**src/rtl/reg_select_bank.sv**
```systemverilog
// Register-select decoder and sixteen 32-bit general registers for the datapath bus.
// Optional feature macro: BAOUT_ZERO_EN (adds BAout and base-zero reads of R0).
module reg_select_bank (
  input  logic        clock,
  input  logic        clear,
  input  logic [31:0] IR,
  input  logic        Gra,
  input  logic        Grb,
  input  logic        Grc,
  input  logic        Rin,
  input  logic        Rout,
`ifdef BAOUT_ZERO_EN
  input  logic        BAout,
`endif
  input  logic [31:0] BusMuxOut,
  output logic        R0in,  R1in,  R2in,  R3in,  R4in,  R5in,  R6in,  R7in,
  output logic        R8in,  R9in,  R10in, R11in, R12in, R13in, R14in, R15in,
  output logic        R0out, R1out, R2out, R3out, R4out, R5out, R6out, R7out,
  output logic        R8out, R9out, R10out, R11out, R12out, R13out, R14out, R15out,
  output logic [31:0] BusMuxInR0,  BusMuxInR1,  BusMuxInR2,  BusMuxInR3,
  output logic [31:0] BusMuxInR4,  BusMuxInR5,  BusMuxInR6,  BusMuxInR7,
  output logic [31:0] BusMuxInR8,  BusMuxInR9,  BusMuxInR10, BusMuxInR11,
  output logic [31:0] BusMuxInR12, BusMuxInR13, BusMuxInR14, BusMuxInR15,
  output logic [31:0] C_sign_extended,
  output logic        sel_err
);

  function automatic logic signed [31:0] signExtend19(input logic [18:0] imm);
    return {{13{imm[18]}}, imm};
  endfunction

  logic [3:0]  selField;
  logic        hasSel;
  logic        driveEn;
  logic        multiSel;
  logic [15:0] loadVec;
  logic [15:0] driveVec;
  logic [31:0] regFile [16];

`ifdef BAOUT_ZERO_EN
  assign driveEn = Rout | BAout;
`else
  assign driveEn = Rout;
`endif

  // Priority field select: Ra over Rb over Rc
  always_comb begin
    selField = 4'd0;
    if (Gra)      selField = IR[26:23];
    else if (Grb) selField = IR[22:19];
    else if (Grc) selField = IR[18:15];
  end

  assign hasSel   = Gra | Grb | Grc;
  assign multiSel = (Gra & Grb) | (Gra & Grc) | (Grb & Grc);
  assign loadVec  = (Rin & hasSel)     ? (16'h0001 << selField) : 16'h0000;
  assign driveVec = (driveEn & hasSel) ? (16'h0001 << selField) : 16'h0000;

  always_ff @(posedge clock or posedge clear) begin
    if (clear) begin
      for (int i = 0; i < 16; i++) regFile[i] <= 32'h0000_0000;
    end else begin
      for (int i = 0; i < 16; i++)
        if (loadVec[i]) regFile[i] <= BusMuxOut;
    end
  end

  // Sticky flag for ambiguous multi-field selection while a strobe is requested
  always_ff @(posedge clock or posedge clear) begin
    if (clear)                            sel_err <= 1'b0;
    else if (multiSel & (Rin | driveEn))  sel_err <= 1'b1;
  end

  assign C_sign_extended = signExtend19(IR[18:0]);

  assign {R15in, R14in, R13in, R12in, R11in, R10in, R9in, R8in,
          R7in,  R6in,  R5in,  R4in,  R3in,  R2in,  R1in, R0in} = loadVec;
  assign {R15out, R14out, R13out, R12out, R11out, R10out, R9out, R8out,
          R7out,  R6out,  R5out,  R4out,  R3out,  R2out,  R1out, R0out} = driveVec;

`ifdef BAOUT_ZERO_EN
  // Base-address drive of R0 reads as zero for base-zero addressing
  assign BusMuxInR0 = (BAout & hasSel & (selField == 4'd0)) ? 32'h0000_0000 : regFile[0];
`else
  assign BusMuxInR0 = regFile[0];
`endif
  assign BusMuxInR1  = regFile[1];
  assign BusMuxInR2  = regFile[2];
  assign BusMuxInR3  = regFile[3];
  assign BusMuxInR4  = regFile[4];
  assign BusMuxInR5  = regFile[5];
  assign BusMuxInR6  = regFile[6];
  assign BusMuxInR7  = regFile[7];
  assign BusMuxInR8  = regFile[8];
  assign BusMuxInR9  = regFile[9];
  assign BusMuxInR10 = regFile[10];
  assign BusMuxInR11 = regFile[11];
  assign BusMuxInR12 = regFile[12];
  assign BusMuxInR13 = regFile[13];
  assign BusMuxInR14 = regFile[14];
  assign BusMuxInR15 = regFile[15];

endmodule

```
**config.mk**
```make
export PLATFORM = sky130hd
export DESIGN_NAME = reg_select_bank
export DESIGN_NICKNAME = d
export VERILOG_FILES = /design/src/rtl/reg_select_bank.sv
export SDC_FILE = /design/constraint.sdc
export NUM_CORES = 1
export LEC_CHECK = 0
export ABC_AREA = 1
export CAP_MARGIN = 20
export CORE_AREA = 3 3 253 255
export CTS_CLUSTER_DIAMETER = 40
export DETAILED_ROUTE_END_ITERATION = 16
export DIE_AREA = 0 0 256 258
export REMOVE_ABC_BUFFERS = 1
export SETUP_SLACK_MARGIN = 0.2
export SLEW_MARGIN = 15
export SYNTH_ARGS = -nofsm -noshare
export SYNTH_HDL_FRONTEND = slang
export SYNTH_SLANG_ARGS = --single-unit
```
**constraint.sdc**
```tcl
create_clock -name clock -period 42.3 [get_ports clock]
set_input_delay 8.46 -clock clock [delete_from_list [all_inputs] [get_ports clock]]
set_output_delay 8.46 -clock clock [all_outputs]
set_load 0.02 [all_outputs]
```
==> Word level (Yosys, flattened, before mapping) <==
Cells that the tools add are included.
Widths: inputs -> output; s select.
{ "totals": {"ff_bits": 513, "latch_bits": 0, "ram_bits": 0, "mem_bits_ro": 0, "inputBits": 71, "output_inout_bits": 577, "memories": 0} }
{ "classes": {"addsub": 0, "multipliers": 0, "div": 0, "order_cmp": 0, "n_eq_ne": 0, "n_shift": 1, "mux": 5, "bitwise_logic": 11, "n_reduce_logical": 0} }
{ "ops": {"columns": ["operator", "count"], "rows": [
  ["$mux 16", 2],
  ["$shl 1x4->16 const A", 1],
  ["$mux 4", 3],
  ["$and 1x1->1", 6],
  ["$or 1x1->1", 5]
]} }

==> Depth between registers and ports, before layout <==
Gate-level depths: netlist (run 1).
{ "depth": {"depth_word": 5, "depth_mapped": 11} }

==> Least setup slack after synthesis (run 1) <==
Ideal clock, no wire load.
{ "synth_timing": {"path_kind": "input port to output port", "from": "input Grb", "to": "output R8out", "arrival_ps": 10044, "required_time_ps": 33840, "path_slack_ps": 23796, "cell_stages": 8, "n_path_buf": 3, "cell_sequence": "buf_2 > inv_2 > nand3_1 > nand2_1 > o21ai_1 > buf_2 > buf_4 > nor4_1"} }
{ "synth_via": {"elab_chain_len": 4, "word_cells_on_any_way": 7, "cone_classes": "shift (1); mux (3); bitwise (3)"} }
{ "synth_lines": {"columns": ["element", "line", "text"], "rows": [
  ["from (decl)", "8", "input logic Grb,"],
  ["$mux 4 or $or 1x1->1 (tied branches)", "50, 54", null],
  ["$mux 4 or $or 1x1->1 (tied branches)", "49, 54", null],
  ["$shl 1x4->16 or $and 1x1->1 (tied branches)", "57", "assign driveVec = (driveEn & hasSel) ? (16'h0001 << selField) : 16'h0000;"],
  ["$mux 16 *", "57", null],
  ["to (decl)", "19", "output logic R8out, R9out, R10out, R11out, R12out, R13out, R14out, R15out,"]
]} }
Mark *: on every way between the ends. The rest lies on a longest branch, timed or not.

==> Worst setup path in the final report (run 1) <==
{ "layout_timing": {"from": "input Gra", "to": "output R11in"} }
{ "layout_via": {"elab_chain_len": 4, "word_cells_on_any_way": 6, "cone_classes": "shift (1); mux (2); bitwise (3)"} }
{ "layout_lines": {"columns": ["element", "line", "text"], "rows": [
  ["from (decl)", "7", "input logic Gra,"],
  ["$or 1x1->1 (2 in series)", "54", "assign hasSel = Gra | Grb | Grc;"],
  ["$and 1x1->1", "56", "assign loadVec = (Rin & hasSel) ? (16'h0001 << selField) : 16'h0000;"],
  ["$mux 16 *", "56", null],
  ["to (decl)", "17", "output logic R8in, R9in, R10in, R11in, R12in, R13in, R14in, R15in,"]
]} }
Marks and branches as above.

==> results of run 1 <==
==> kinds of logic after synthesis <==
family / after synthesis
AND/OR/NAND/NOR: 1620
AO/OA/AOI/OAI: 12
buffers and inverters: 344
flip-flops: 513
==> final cells by class <==
class | instances | area, um^2 | area share, %
well taps | 837 | 1050 | 3.36
inverters | 22 | 90.1 | 0.289
repair buffers | 662 | 6540 | 21.0
clock inverters | 50 | 621 | 1.99
multi-input cells | 1632 | 7650 | 24.6
clock buffers | 108 | 2380 | 7.62
flip-flops and latches | 513 | 12800 | 41.2
==> synth_stat cells <==
master,number
a21oi_4,1
a21oi_1,4
inv_2,2
dfrtp_1,513
buf_6,2
o21ai_2,1
o22ai_1,1
nand4_1,525
buf_2,99
a21boi_2,1
a21oi_2,2
nor2_1,21
nand2_1,1053
buf_4,36
clkbuf_1,169
o21bai_1,1
nor2_2,1
nand3_1,6
or2_2,2
inv_1,20
buf_1,16
nor4_1,9
o21ai_1,1
nand4_2,3
==> worst max-delay path by stage <==
stage,from,endpoint,cells past startpoint
5_1_grt,Gra,R11in,7
3_3_place_gp,Gra,R11in,7
6_report,Gra,R11in,7
4_1_cts,Grb,R11in,7
3_5_place_dp,Gra,R11in,7
2_1_floorplan,Gra,R0in,4
==> per-stage QoR <==
stage / std cells / util (%) / hold slack, ns / total power, mW / area [um^2]
floorplan: 2167 / - / 0.584 / 1.01 / 20500
global placement: 3664 / 45.5 / 0.453 / 1.41 / 28100
detailed placement: 3666 / 45.6 / 0.457 / 1.42 / 28200
CTS: 3824 / 50.4 / 0.470 / 2.15 / 31200
global route: 3824 / 50.4 / 0.483 / 2.22 / 31200
finish: 3824 / 50.4 / 0.467 / 2.13 / 31200
==> worst max-delay path: stages <==
cell	delay, ns
clkdlybuf4s50_1	0.76
nor2_1	0.18
a21boi_4	0.77
nand4_1	0.70
buf_4	0.47
inv_1	0.09
clkdlybuf4s50_1	0.60
==> routing by layer <==
| layer | GRT usage [%] | vias to the layer above | routed length [um] |
|---|---|---|---|
| li1 | - | 9229 | - |
| met5 | 0 | - | 0 |
| met2 | 42.8 | 1041 | 42900 |
| met3 | 8.01 | 174 | 8710 |
| met1 | 35.0 | 10257 | 37300 |
| met4 | 11.1 | 0 | 3510 |
==> power breakdown <==
group / total, mW / internal [mW] / switching (mW)
Sequential: 0.713 / 0.628 / 0.0846
Clock: 0.718 / 0.458 / 0.261
Combinational: 0.700 / 0.289 / 0.410
Total: 2.13 / 1.38 / 0.756
==> flow_metrics.py, run 1 <==
metrics = {
    "detailed_routing": {
        "vias_per_cell": 5.41,
        "drt_iter0_drc": 1996,
        "drt-total-wl_um": 92300,
        "drt_first_pass_iters": 6,
        "drc_errors": 0,
        "routedWlPerCell_um": 24.1,
        "via_count": 20701,
        "drtAntennaViolNets": 0,
    },
    "cts": {
        "htree_levels": 3,
        "cts_resized": 0,
        "hold_buffers": 0,
        "clkTransAtPathRegs_ns": 0.04,
        "insertion_delay_ns": 0.62,
        "cts_buffers": 85,
        "cts_setup_buffers": 0,
        "root_buffer": "clkbuf_16",
        "cts_tree": "yes",
        "cts.sinks": 513,
        "clock_path_buffers": 3,
    },
    "final_layout": {
        "layout_common_cells": "1,053 x nand2_1, 612 x clkdlybuf4s50_1, 525 x nand4_1, 513 x dfrtp_1, 87 x clkbuf_16",
        "final_common_cell": "nand2_1",
        "antenna_cells": 0,
        "layout-drive-gt1-share_pct": 7.40,
        "area_delta_synth_final_pct": 42.0,
        "n_fill_cell": 5761,
        "finalNetCount": 2987,
    },
    "global_routing": {
        "grtUsageTotal_pct": 27.1,
        "grt_pass1_vias": 20224,
        "grt_overflow": 0,
        "grt_pass1_wl_um": 137000,
        "antenna_found_initial": 1,
        "grt_max_degree": 212,
    },
    "worst_setup_path": {
        "critPathRequiredTime_ns": 33.84,
        "r2r_start": "BusMuxInR10[16]",
        "critPathKind": "in -> out",
        "worstPathArrival_ns": 12.05,
        "r2r-end": "BusMuxInR10[16]",
        "crit_path_end_kind": "primary output",
        "ff2ff_path_depth": 2,
        "worstPathMaxFanout": 29,
        "r2r_slack_ns": 41.60,
        "start_kind": "input port",
    },
    "timing": {
        "worst_slew_pin_slew_ns": 1.13,
        "skew_ns": 0,
        "hold_viol": 0,
        "max_slew_margin_pct": 24.4,
        "fin_crit_sh_pct": 48.5,
        "setup_ws_ns": 21.79,
        "tns_ns": 0,
        "finalSetupViolations": 0,
        "rsz0062_at_grt": "no",
        "fin_crit_ns": 20.51,
        "drv_slew": 0,
        "fmax_ghz": 0.0488,
    },
    "min_path": {
        "hold_path_class": "reg -> reg",
        "hold_depth": 2,
        "hp-start": "BusMuxInR9[16]",
        "hold_end": "BusMuxInR9[16]",
    },
    "power_and_ir_drop": {
        "p_per_area_nw_per_um2": 68.4,
        "leakage_nw": 15.2,
        "ir_drop_mv": 0.0430,
    },
    "synth": {
        "ys_ff_latch": 513,
        "synth_top_family_by_area": "simple AND/OR/NAND/NOR gates",
        "synthesis.area_um2": 22000,
        "synth_xor_area_share_pct": 0,
        "synthMuxAreaShare_pct": 0,
        "synth_top_area_share_pct": 58.5,
        "ys_types": 24,
        "synth-adder-area-share_pct": 0,
        "syn_inst": 2489,
        "synth_area_leader_cell": "dfrtp_1",
        "yosys.area_share.simple_pct": 34.0,
        "yosysSeqAreaShare_pct": 58.5,
        "yosys-top-cells-area": "dfrtp_1 58%, nand2_1 18%, nand4_1 15%",
        "synth_compound_area_share_pct": 0.422,
        "yosys_warnings": 0,
        "avgSynthCellArea_um2": 8.82,
    },
    "placed_design": {
        "dp_slack_ns": 21.79,
        "port_buffers": 612,
        "dp_hpwl_um": 55900,
        "place.gp.congestion": 0.826,
    },
    "status": {
        "outcome": "finished clean",
    },
    "die": {
        "io_pins": 648,
        "dieArea_um2": 66000,
        "core_um2": 61800,
        "die_h_um": 258,
        "initial_utilization_pct": 35.5,
        "rows": 91,
        "fp.dieW_um": 256,
    },
    "flow_run": {
        "drv_cap": 0,
    },
}
No activity file was read; power rests on OpenSTA's default activity.
==> inputs of run 2 (changes only) <==
CORE_AREA = 3 3 251 253   (was 3 3 253 255)
DIE_AREA = 0 0 254 256   (was 0 0 256 258)
PLACE_DENSITY = 0.66   (was unset)
clock period = 17.2 ns   (was 42.3 ns; I/O delays follow)
==> flow_metrics.py, run 2 (synthesis gave the netlist of run 1 again) <==
metrics = {
    "status": {
        "outcome": "finished clean",
    },
    "timing": {
        "fmax_ghz": 0.0892,
        "drv_slew": 0,
        "fin_crit_sh_pct": 65.2,
        "worst_slew_pin_slew_ns": 1.16,
        "rsz0062_at_grt": "no",
        "tns_ns": 0,
        "hold_viol": 0,
        "skew_ns": 0,
        "max_slew_margin_pct": 22.4,
        "finalSetupViolations": 0,
        "fin_crit_ns": 11.22,
    },
    "final_layout": {
        "final_common_cell": "nand2_1",
        "final_util_pct": 50.9,
        "n_fill_cell": 5502,
        "fin_cells": 3767,
        "final_area_um2": 31200,
        "antenna_cells": 0,
        "layout_common_cells": "1,053 x nand2_1, 611 x clkdlybuf4s50_1, 525 x nand4_1, 513 x dfrtp_1, 85 x clkbuf_16",
        "finalNetCount": 2980,
        "area_delta_synth_final_pct": 42.0,
        "layout-drive-gt1-share_pct": 7.09,
    },
    "detailed_routing": {
        "drtAntennaViolNets": 0,
        "vias_per_cell": 5.56,
        "via_count": 20959,
        "drc_errors": 0,
        "drt_first_pass_iters": 5,
        "drt_iter0_drc": 2157,
        "routedWlPerCell_um": 23.6,
        "drt-total-wl_um": 89100,
    },
    "cts": {
        "insertion_delay_ns": 0.61,
        "cts_resized": 0,
        "hold_buffers": 0,
        "cts.sinks": 513,
        "cts_tree": "yes",
        "htree_levels": 3,
        "root_buffer": "clkbuf_16",
        "cts_buffers": 82,
        "clkTransAtPathRegs_ns": 0.05,
        "clock_path_buffers": 3,
        "cts_setup_buffers": 0,
    },
    "worst_setup_path": {
        "r2r_start": "sel_err",
        "worstPathMaxFanout": 186,
        "critPathKind": "in -> out",
        "crit_start": "Grb",
        "start_kind": "input port",
        "worstPathArrival_ns": 7.78,
        "critPathRequiredTime_ns": 13.76,
        "r2r-end": "sel_err",
        "crit_path_end_kind": "primary output",
        "r2r_slack_ns": 16.52,
        "ff2ff_path_depth": 1,
    },
    "die": {
        "die_h_um": 256,
        "io_pins": 648,
        "fp.dieW_um": 254,
        "dieArea_um2": 65000,
        "rows": 91,
        "core_um2": 61300,
        "initial_utilization_pct": 35.8,
    },
    "min_path": {
        "hp-start": "BusMuxInR7[9]",
        "hold_end": "BusMuxInR7[9]",
        "hold_depth": 2,
        "hold_path_class": "reg -> reg",
    },
    "global_routing": {
        "grtUsageTotal_pct": 26.7,
        "grt_max_degree": 187,
        "grt_overflow": 0,
        "grt_pass1_vias": 20337,
        "grt_pass1_wl_um": 133000,
        "antenna_found_initial": 0,
    },
    "power_and_ir_drop": {
        "ir_drop_mv": 0.106,
        "p_per_area_nw_per_um2": 169,
        "leakage_nw": 15.2,
        "finalPower_mw": 5.28,
    },
    "placed_design": {
        "dp_cells": 3613,
        "place.gp.congestion": 0.838,
        "dp_hpwl_um": 53100,
        "placed_cell_area_um2": 28100,
        "port_buffers": 612,
    },
    "flow_run": {
        "drv_cap": 0,
    },
}
## run 2: cell types whose count changed in the layout (fill, tap and decap cells not counted), sizes merged
cell and delta:
clkinv -12, buf -3, bufinv +8, inv +3, clkbuf -5, clkdlybuf4s50 -1
## run 2: metrics by stage
| step | hold WS [ns] | worst slack, ns |
|---|---|---|
| CTS | 0.470 | 6.03 |
| global placement | 0.452 | 6.06 |
| global route | 0.476 | 5.82 |
| detailed placement | 0.457 | 6.03 |
| finish | 0.468 | 5.98 |
| floorplan | 0.584 | -4.16 |
## run 2: worst max-delay path by stage
stage | to | slack [ns] | depth (start not counted)
floorplan | R0in | -4.16 | 4
global placement | R4in | 6.06 | 10
detailed placement | R4in | 6.03 | 10
CTS | R3in | 6.03 | 10
global route | R3in | 5.82 | 10
finish | R3in | 5.98 | 10
## run 2: worst max-delay path: stages
cell	delay [ns]
clkdlybuf4s50_1	0.71
inv_2	0.14
nand3_1	0.17
nand2_1	0.12
o21ai_4	0.09
buf_12	0.56
nand4_1	1.06
buf_4	0.63
inv_1	0.10
clkdlybuf4s50_1	0.60
## run 2: final cells by class
type / count / area, um^2 / area share, %
inverter: 22 / 90.1 / 0.289
clock buffer: 103 / 2270 / 7.30
clock inverter: 49 / 769 / 2.47
timing repair buffer: 658 / 6560 / 21.0
multi-input combinational: 1632 / 7650 / 24.6
tap: 790 / 988 / 3.17
sequential: 513 / 12800 / 41.2
## run 2: power breakdown
| group | total, mW | internal (mW) | switching, mW | leakage, nW |
|---|---|---|---|---|
| logic | 1.71 | 0.712 | 0.993 | 7.08 |
| clock network | 1.82 | 1.20 | 0.620 | 1.47 |
| registers | 1.75 | 1.55 | 0.208 | 6.65 |
## run 2: per-layer routing
metal | wire (um) | part of all wire, % | global-route usage [%] | vias to the layer above
li1 | - | - | - | 9213
met1 | 34700 | 39 | 34.7 | 10349
met2 | 40900 | 46 | 41.2 | 1203
met3 | 9540 | 11 | 7.79 | 194
met4 | 3930 | 4.4 | 12.3 | 0
met5 | 0 | 0 | 0 | -
